==> src/rtl/serial_adder.sv <==
// -----------------------------------------------------------------------------
// serial_adder
//
// Digit-serial two's-complement adder/subtractor with valid/ready handshakes
// on both sides. A WIDTH-bit operation is split into WIDTH/DIGIT slices of
// DIGIT bits. One slice is added per clock through a small ripple-carry
// chain, and the carry is held in a flip-flop between slices. This trades
// latency for area. The per-bit sum and carry equations are the same ones our
// single-bit full adder uses.
//
// Subtraction reuses the adder. B is inverted at load time, and the carry
// register is seeded with carry_in ^ sub. This gives
//     a + ~b + !carry_in = a - b - carry_in.
// As a result, in subtract mode carry_out = 1 means "no borrow".
//
// Parameters
//   WIDTH : operand/result width in bits (>= 2)
//   DIGIT : bits processed per clock; WIDTH must be a multiple of DIGIT
//
// Ports
//   clk        : clock, all state changes on the rising edge
//   rst_n      : asynchronous active-low reset; aborts any operation
//   in_valid   : a, b, carry_in and sub form a valid operand set
//   in_ready   : block is idle and will accept an operand set
//   a, b       : WIDTH-bit operands
//   carry_in   : carry into the LSB (add) or borrow into the LSB (sub)
//   sub        : 0 -> a + b + carry_in, 1 -> a - b - carry_in
//   out_valid  : sum / carry_out / overflow hold a finished result
//   out_ready  : consumer takes the result
//   sum        : result modulo 2^WIDTH
//   carry_out  : raw carry out of the MSB
//   overflow   : two's-complement signed overflow
//
// Operation: IDLE --accept--> RUN (WIDTH/DIGIT cycles) --> DONE --take--> IDLE.
// Only one operation is in flight at a time. in_valid is ignored outside IDLE.
// -----------------------------------------------------------------------------
module serial_adder #(
    parameter int WIDTH = 8,
    parameter int DIGIT = 1
) (
    input  logic             clk,
    input  logic             rst_n,
    input  logic             in_valid,
    output logic             in_ready,
    input  logic [WIDTH-1:0] a,
    input  logic [WIDTH-1:0] b,
    input  logic             carry_in,
    input  logic             sub,
    output logic             out_valid,
    input  logic             out_ready,
    output logic [WIDTH-1:0] sum,
    output logic             carry_out,
    output logic             overflow
);

    // Number of slices per operation, and the width of the slice counter.
    localparam int NDIG = WIDTH / DIGIT;
    localparam int CW   = (NDIG > 1) ? $clog2(NDIG) : 1;
    localparam logic [CW-1:0] LAST_CNT = CW'(NDIG - 1);
    localparam logic [CW-1:0] CNT_ONE  = CW'(1);
    localparam logic [CW-1:0] CNT_ZERO = CW'(0);

    localparam logic [1:0] ST_IDLE = 2'd0;
    localparam logic [1:0] ST_RUN  = 2'd1;
    localparam logic [1:0] ST_DONE = 2'd2;

    // Ripple-carry add of one DIGIT-bit slice.
    // Packed return value:
    //   [DIGIT+1]   carry into the slice's top bit (overflow detection)
    //   [DIGIT]     carry out of the slice
    //   [DIGIT-1:0] slice sum bits
    function automatic logic [DIGIT+1:0] digit_add(
        input logic [DIGIT-1:0] x,
        input logic [DIGIT-1:0] y,
        input logic             cin
    );
        logic [DIGIT-1:0] s;
        logic             c;
        logic             c_top;
        s     = {DIGIT{1'b0}};
        c     = cin;
        c_top = cin;
        for (int i = 0; i < DIGIT; i++) begin
            c_top = c;
            s[i]  = x[i] ^ y[i] ^ c;
            c     = ((x[i] ^ y[i]) & c) | (x[i] & y[i]);
        end
        return {c_top, c, s};
    endfunction

    // State and datapath registers
    logic [1:0]       state_r;
    logic [1:0]       state_next_s;
    logic [WIDTH-1:0] a_r;
    logic [WIDTH-1:0] b_r;
    logic [WIDTH-1:0] res_r;
    logic             carry_r;
    logic [CW-1:0]    cnt_r;

    // Registered outputs
    logic             in_ready_r;
    logic             out_valid_r;
    logic [WIDTH-1:0] sum_r;
    logic             carry_out_r;
    logic             overflow_r;

    // Combinational helpers
    logic                   accept_s;
    logic                   take_s;
    logic                   last_s;
    logic [DIGIT+1:0]       digit_s;
    logic [DIGIT-1:0]       dsum_s;
    logic                   dcout_s;
    logic                   dctop_s;
    logic [WIDTH+DIGIT-1:0] res_cat_s;
    logic [WIDTH+DIGIT-1:0] res_shift_s;
    logic [WIDTH-1:0]       res_next_s;

    assign accept_s = in_valid & in_ready_r;
    assign take_s   = out_valid_r & out_ready;
    assign last_s   = (cnt_r == LAST_CNT);

    assign digit_s = digit_add(a_r[DIGIT-1:0], b_r[DIGIT-1:0], carry_r);
    assign dsum_s  = digit_s[DIGIT-1:0];
    assign dcout_s = digit_s[DIGIT];
    assign dctop_s = digit_s[DIGIT+1];

    // New slice bits enter at the MSB end and older bits move down.
    // Concatenating and then shifting keeps this legal even when DIGIT == WIDTH.
    assign res_cat_s   = {dsum_s, res_r};
    assign res_shift_s = res_cat_s >> DIGIT;
    assign res_next_s  = res_shift_s[WIDTH-1:0];

    // Next-state logic for the IDLE/RUN/DONE sequencer
    always_comb begin
        state_next_s = state_r;
        case (state_r)
            ST_IDLE: begin
                if (accept_s) begin
                    state_next_s = ST_RUN;
                end else begin
                    state_next_s = ST_IDLE;
                end
            end
            ST_RUN: begin
                if (last_s) begin
                    state_next_s = ST_DONE;
                end else begin
                    state_next_s = ST_RUN;
                end
            end
            ST_DONE: begin
                if (take_s) begin
                    state_next_s = ST_IDLE;
                end else begin
                    state_next_s = ST_DONE;
                end
            end
            default: begin
                state_next_s = ST_IDLE;
            end
        endcase
    end

    // State register
    always_ff @(posedge clk or negedge rst_n) begin
        if (!rst_n) begin
            state_r <= ST_IDLE;
        end else begin
            state_r <= state_next_s;
        end
    end

    // Operand load, per-slice shift and carry/counter update
    always_ff @(posedge clk or negedge rst_n) begin
        if (!rst_n) begin
            a_r     <= {WIDTH{1'b0}};
            b_r     <= {WIDTH{1'b0}};
            res_r   <= {WIDTH{1'b0}};
            carry_r <= 1'b0;
            cnt_r   <= CNT_ZERO;
        end else begin
            case (state_r)
                ST_IDLE: begin
                    if (accept_s) begin
                        a_r     <= a;
                        b_r     <= sub ? ~b : b;
                        carry_r <= carry_in ^ sub;
                        cnt_r   <= CNT_ZERO;
                    end else begin
                        cnt_r   <= cnt_r;
                    end
                end
                ST_RUN: begin
                    a_r     <= a_r >> DIGIT;
                    b_r     <= b_r >> DIGIT;
                    res_r   <= res_next_s;
                    carry_r <= dcout_s;
                    cnt_r   <= cnt_r + CNT_ONE;
                end
                default: begin
                    cnt_r   <= cnt_r;
                end
            endcase
        end
    end

    // Result capture on the last slice. The outputs then hold until the next result.
    always_ff @(posedge clk or negedge rst_n) begin
        if (!rst_n) begin
            sum_r       <= {WIDTH{1'b0}};
            carry_out_r <= 1'b0;
            overflow_r  <= 1'b0;
        end else if ((state_r == ST_RUN) && last_s) begin
            sum_r       <= res_next_s;
            carry_out_r <= dcout_s;
            // The final slice's top bit is the word MSB.
            overflow_r  <= dctop_s ^ dcout_s;
        end else begin
            sum_r       <= sum_r;
            carry_out_r <= carry_out_r;
            overflow_r  <= overflow_r;
        end
    end

    // Handshake flags, decoded from the next state so they line up with it
    always_ff @(posedge clk or negedge rst_n) begin
        if (!rst_n) begin
            in_ready_r  <= 1'b1;
            out_valid_r <= 1'b0;
        end else begin
            in_ready_r  <= (state_next_s == ST_IDLE);
            out_valid_r <= (state_next_s == ST_DONE);
        end
    end

    assign in_ready  = in_ready_r;
    assign out_valid = out_valid_r;
    assign sum       = sum_r;
    assign carry_out = carry_out_r;
    assign overflow  = overflow_r;

endmodule

==> config.mk <==
export PLATFORM = sky130hd
export DESIGN_NAME = serial_adder
export DESIGN_NICKNAME = d
export VERILOG_FILES = /design/src/rtl/serial_adder.sv
export SDC_FILE = /design/constraint.sdc
export NUM_CORES = 1
export LEC_CHECK = 0
export BUFFER_PORTS_ARGS = -buffer_cell sky130_fd_sc_hd__buf_2
export CAP_MARGIN = 20
export CORE_MARGIN = 2
export CORE_UTILIZATION = 45
export DETAILED_ROUTE_END_ITERATION = 8
export PLACE_DENSITY = 0.76
export SLEW_MARGIN = 20
export SYNTH_ARGS = -nofsm -noshare
export SYNTH_HDL_FRONTEND = slang
export SYNTH_SLANG_ARGS = --single-unit
==> constraint.sdc <==
create_clock -name clk -period 4.17 [get_ports clk]
set_input_delay 1.0425 -clock clk [delete_from_list [all_inputs] [get_ports clk]]
set_output_delay 1.0425 -clock clk [all_outputs]
set_load 0.005 [all_outputs]
==> impl.org <==
** Outcome
- The flow ran to the end, and the final reports show no timing, DRC or antenna violations.

** Global routing
- Wire length of the first global-routing pass :: about 5.4 mm
- Overall track demand over capacity in global routing :: roughly 16%
- Pin count of the biggest net entering global routing :: 42
- The number of global-route vias before repair is between 1000 and 1500.
- Global routing finished with a remaining overflow of 0.
- The initial antenna violation count came to 0.

** Setup path
- Worst path required time :: roughly 3.1 ns
- On the worst path, the slowest cell contributes a delay of 0.56 ns.
- Crit path depth :: 1
- Worst R2R Path Depth :: 3
- CP Launch Type :: register
- Top cell family by delay on the critical path :: flip-flops
- Data on the critical path arrives at its endpoint at between 0.9 and 1 ns.
- On the critical path, the stage with the largest delay is an instance of dfstp_2.
- Walking the worst path, the cells encountered are buf_2.
- The number of buffers and inverters on the critical path is 1.
- The worst setup path is captured at a primary output.
- The critical path is of the register to primary output type.
- Of all nets on the critical path, the largest fanout is 5.
- For flop-to-flop paths, the worst setup slack is between 2 and 2.5 ns.

** Synthesis
- Counting flops with an async set or reset pin after synthesis yields a share of 100%.
- The synthesized netlist occupies a cell area of between 1500 and 2000 µm².
- In this run, distinct cell masters in the synthesized netlist total 32.
- The average instance in the mapped netlist occupies 11.6 µm².
- Part of the Yosys area used for sequential elements :: between 50% and 60%
- Number of enable flip-flop cells after synthesis :: 0
- In the synthesized netlist, the number of instances is between 150 and 200.
- When the netlist entered floorplanning its net count stood at between 150 and 200.
- #FFs+latches synth :: 41
- Primary FF master, synth :: dfrtp_1
- During synthesis, Yosys emitted a total of 0 warnings.

** Cells and area
- NumNets Final :: approximately 220
- Area grow syn2layout :: 14.5%
- Share of post-route cells with drive strength above 1 :: 26.9%
- Final non-filler cell total :: 243
- Total inserted antenna cells :: 0
- Final cell area excluding filler cells :: 2130 µm²

** Drt
- In the final routed layout, each cell accounts on average for between 10 and 15 µm.
- The detailed router finished its first iteration with 82 violations.
- Wires add up to roughly 3.1 mm.
- In the routed design, unresolved DRC markers number 0.
- Avg Vias per Cell :: slightly above 5
- Count of vias placed by the detailed router :: 1238
- Detail Route Antenna Nets :: 0
- Drt pass-1 iters :: 4

** Floorplanning
- Total number of placement rows :: 23
- The floorplan step set the die width to approximately 68 µm.
- For this configuration, the core starts out at a cell density of between 40 and 50%.
- Total Die Area :: between 4000 and 5000 µm²
- The core region is 4000 µm².
- Count of pins on the block boundary :: 34
- Measured along the y axis, the die boundary spans 68.4 µm.

** Timing
- Dividing the final minimum period by the clock period gives roughly half.
- Count of final hold-check violations :: 0
- The worst pin sits at a relative slew slack of around two fifths.
- On the final layout, the worst clock skew is a little under 0.008 ns.
- Shortest period the worst path allows :: roughly 2 ns
- Top achievable clock speed :: 499 MHz
- At the pin with the least slew margin, the transition time is roughly 0.89 ns.
- Setup repair after global routing missed its margin :: false
- Final total negative setup slack :: 0 ns
- Final setup violation count :: 0
- The max-slew violation count came to 0.
- Setup slack after layout :: roughly 2.2 ns

** Place
- Total placed cells including tap cells :: between 200 and 250
- DPL Wire Length :: 2.16 mm
- Before CTS, the worst setup slack after placement is roughly 2 ns.
- Routability congestion estimate from global placement :: about 0.8
- Placed cell areas :: roughly 2000 µm²
- Port buffering added 33 buffers.

** Power
- Static power due to leakage :: about 1.1 nW
- VDD sags by at most roughly 0.29 mV.
- Power per cell area :: between 700 and 800 nW/µm²
- The completed layout was analyzed and its total power is around 1.5 mW.

** CTS
- Once the clock tree was built, the resizer swapped 0 gates to a different size.
- The clock tree synthesis step divided the H-tree into 2 levels.
- TritonCTS built the clock tree.
- For this design, the sink count on the clock tree is between 40 and 50.
- In this run, post-CTS hold repair placed 0 buffers.
- Clock tree synthesis selected as its root buffer the cell clkbuf_8.
- Post-CTS timing repair inserted 0 buffers for setup.
- Clock-pin slew was measured on the worst setup and hold paths at ~0.080 ns.
- Skew-Pair Late Insertion Delay :: between 0.2 and 0.3 ns
- Clock buffers created by TritonCTS :: 5
- Maximum count of clock buffers along a single path :: 2

** Min path
- Counting instances, the worst hold path has a depth of 2.
- The worst hold path belongs to the class register to register.

** Run
- The tool flagged a number of max-cap violations equal to 0.
==> sequential cells by signal, indices dropped and copies added, names as in the netlist <==
name,flops
a_r,8
b_r,8
carry_out,1
carry_r,1
cnt_r,3
in_ready,1
out_valid,1
overflow,1
res_r,7
state_r,2
sum,8
==> path summary, 6_finish.rpt <==
path,start,to
min in group asynchronous,rst_n,a_r[5]$_DFFE_PN0P_
max in group asynchronous,rst_n,res_r[5]$_DFFE_PN0N_
worst min-delay path,res_r[1]$_DFFE_PN0N_,res_r[1]$_DFFE_PN0N_
worst max-delay path,in_ready$_DFF_PN1_,in_ready
worst min register to register,res_r[1]$_DFFE_PN0N_,res_r[1]$_DFFE_PN0N_
worst max register to register,state_r[0]$_DFF_PN0_,b_r[6]$_DFFE_PN0P_
==> cell type report <==
class                           instances  area [µm²]
Clock buffer                            7        96.3
Clock inverter                          1        5.00
Inverter                                3        11.3
Fill cell                             359        1870
Sequential cell                        41        1030
Timing Repair Buffer                   34         173
Tap cell                               50        62.6
Multi-Input combinational cell        107         759
==> per-stage QoR <==
step           util [%]  hold WS, ns
2_1_floorplan         -        0.442
3_3_place_gp       50.6        0.462
3_5_place_dp       50.6        0.471
4_1_cts            53.2        0.489
5_1_grt            53.4        0.503
6_report           53.4        0.482
==> power by group <==
group / leakage, nW / switching [mW] / internal [mW]
Combinational: 0.482 / 0.267 / 0.296
Sequential: 0.515 / 0.129 / 0.574
Clock: 0.0542 / 0.127 / 0.149
==> cells in the mapped netlist (2+ instances only) <==
| cell type | n | area share [%] |
|---|---|---|
| nand2b_1 | 8 | 2.7 |
| ha_1 | 2 | 1.3 |
| o22a_1 | 8 | 3.8 |
| buf_4 | 2 | 0.81 |
| mux2_4 | 2 | 1.6 |
| o31a_1 | 7 | 3.3 |
| buf_6 | 2 | 1.2 |
| inv_1 | 3 | 0.60 |
| a22o_1 | 2 | 0.94 |
| mux2_2 | 6 | 3.6 |
| a221o_1 | 6 | 3.2 |
| xnor2_1 | 9 | 4.2 |
| o21ai_0 | 8 | 2.1 |
| dfrtp_1 | 40 | 54 |
| buf_2 | 4 | 1.1 |
| nand2_1 | 28 | 5.6 |
| a21oi_1 | 2 | 0.54 |
| nor2_1 | 8 | 1.6 |
==> per-layer routing <==
| layer | vias up | global-route usage [%] | part of all wire (%) |
|---|---|---|---|
| met5 | - | 0 | 0 |
| met1 | 590 | 22.6 | 50 |
| met2 | 27 | 22.9 | 45 |
| met3 | 0 | 5.43 | 4.5 |
| met4 | 0 | 5.25 | 0 |
| li1 | 621 | - | - |
==> cells by family after synthesis <==
logic type,Yosys count,synth area share [%]
AND/OR/NAND/NOR,51,13.6
flip-flops,41,55.1
AO/OA/AOI/OAI,35,14.8
buffers and inverters,13,4.16
XOR/XNOR,10,4.70
multiplexers,8,5.23
adder cells (fa/ha/maj),3,2.42
==> placed cells by master (no fill, tap or decap) <==
| cell type | n |
|---|---|
| dfstp_2 | 1 |
| nor2b_1 | 1 |
| o31a_1 | 7 |
| mux2_2 | 6 |
| xnor2_1 | 9 |
| or2_0 | 1 |
| and4b_1 | 1 |
| ha_1 | 2 |
| buf_2 | 33 |
| nand3b_1 | 1 |
| fa_1 | 1 |
| mux2_4 | 2 |
| dfrtp_1 | 40 |
| clkinv_2 | 1 |
| nand2_1 | 28 |
| nand3b_4 | 1 |
| o21ai_0 | 8 |
| o22a_1 | 8 |
| nand2b_1 | 8 |
| clkbuf_8 | 7 |
| a22o_1 | 2 |
| a221o_1 | 6 |
| and2_1 | 1 |
| o221ai_1 | 1 |
| o2bb2ai_1 | 1 |
| nand4bb_1 | 1 |
| nor2_1 | 8 |
| buf_4 | 1 |
| inv_1 | 3 |
| a21oi_1 | 2 |
| xor2_1 | 1 |
No activity file was read; power rests on OpenSTA's default activity.
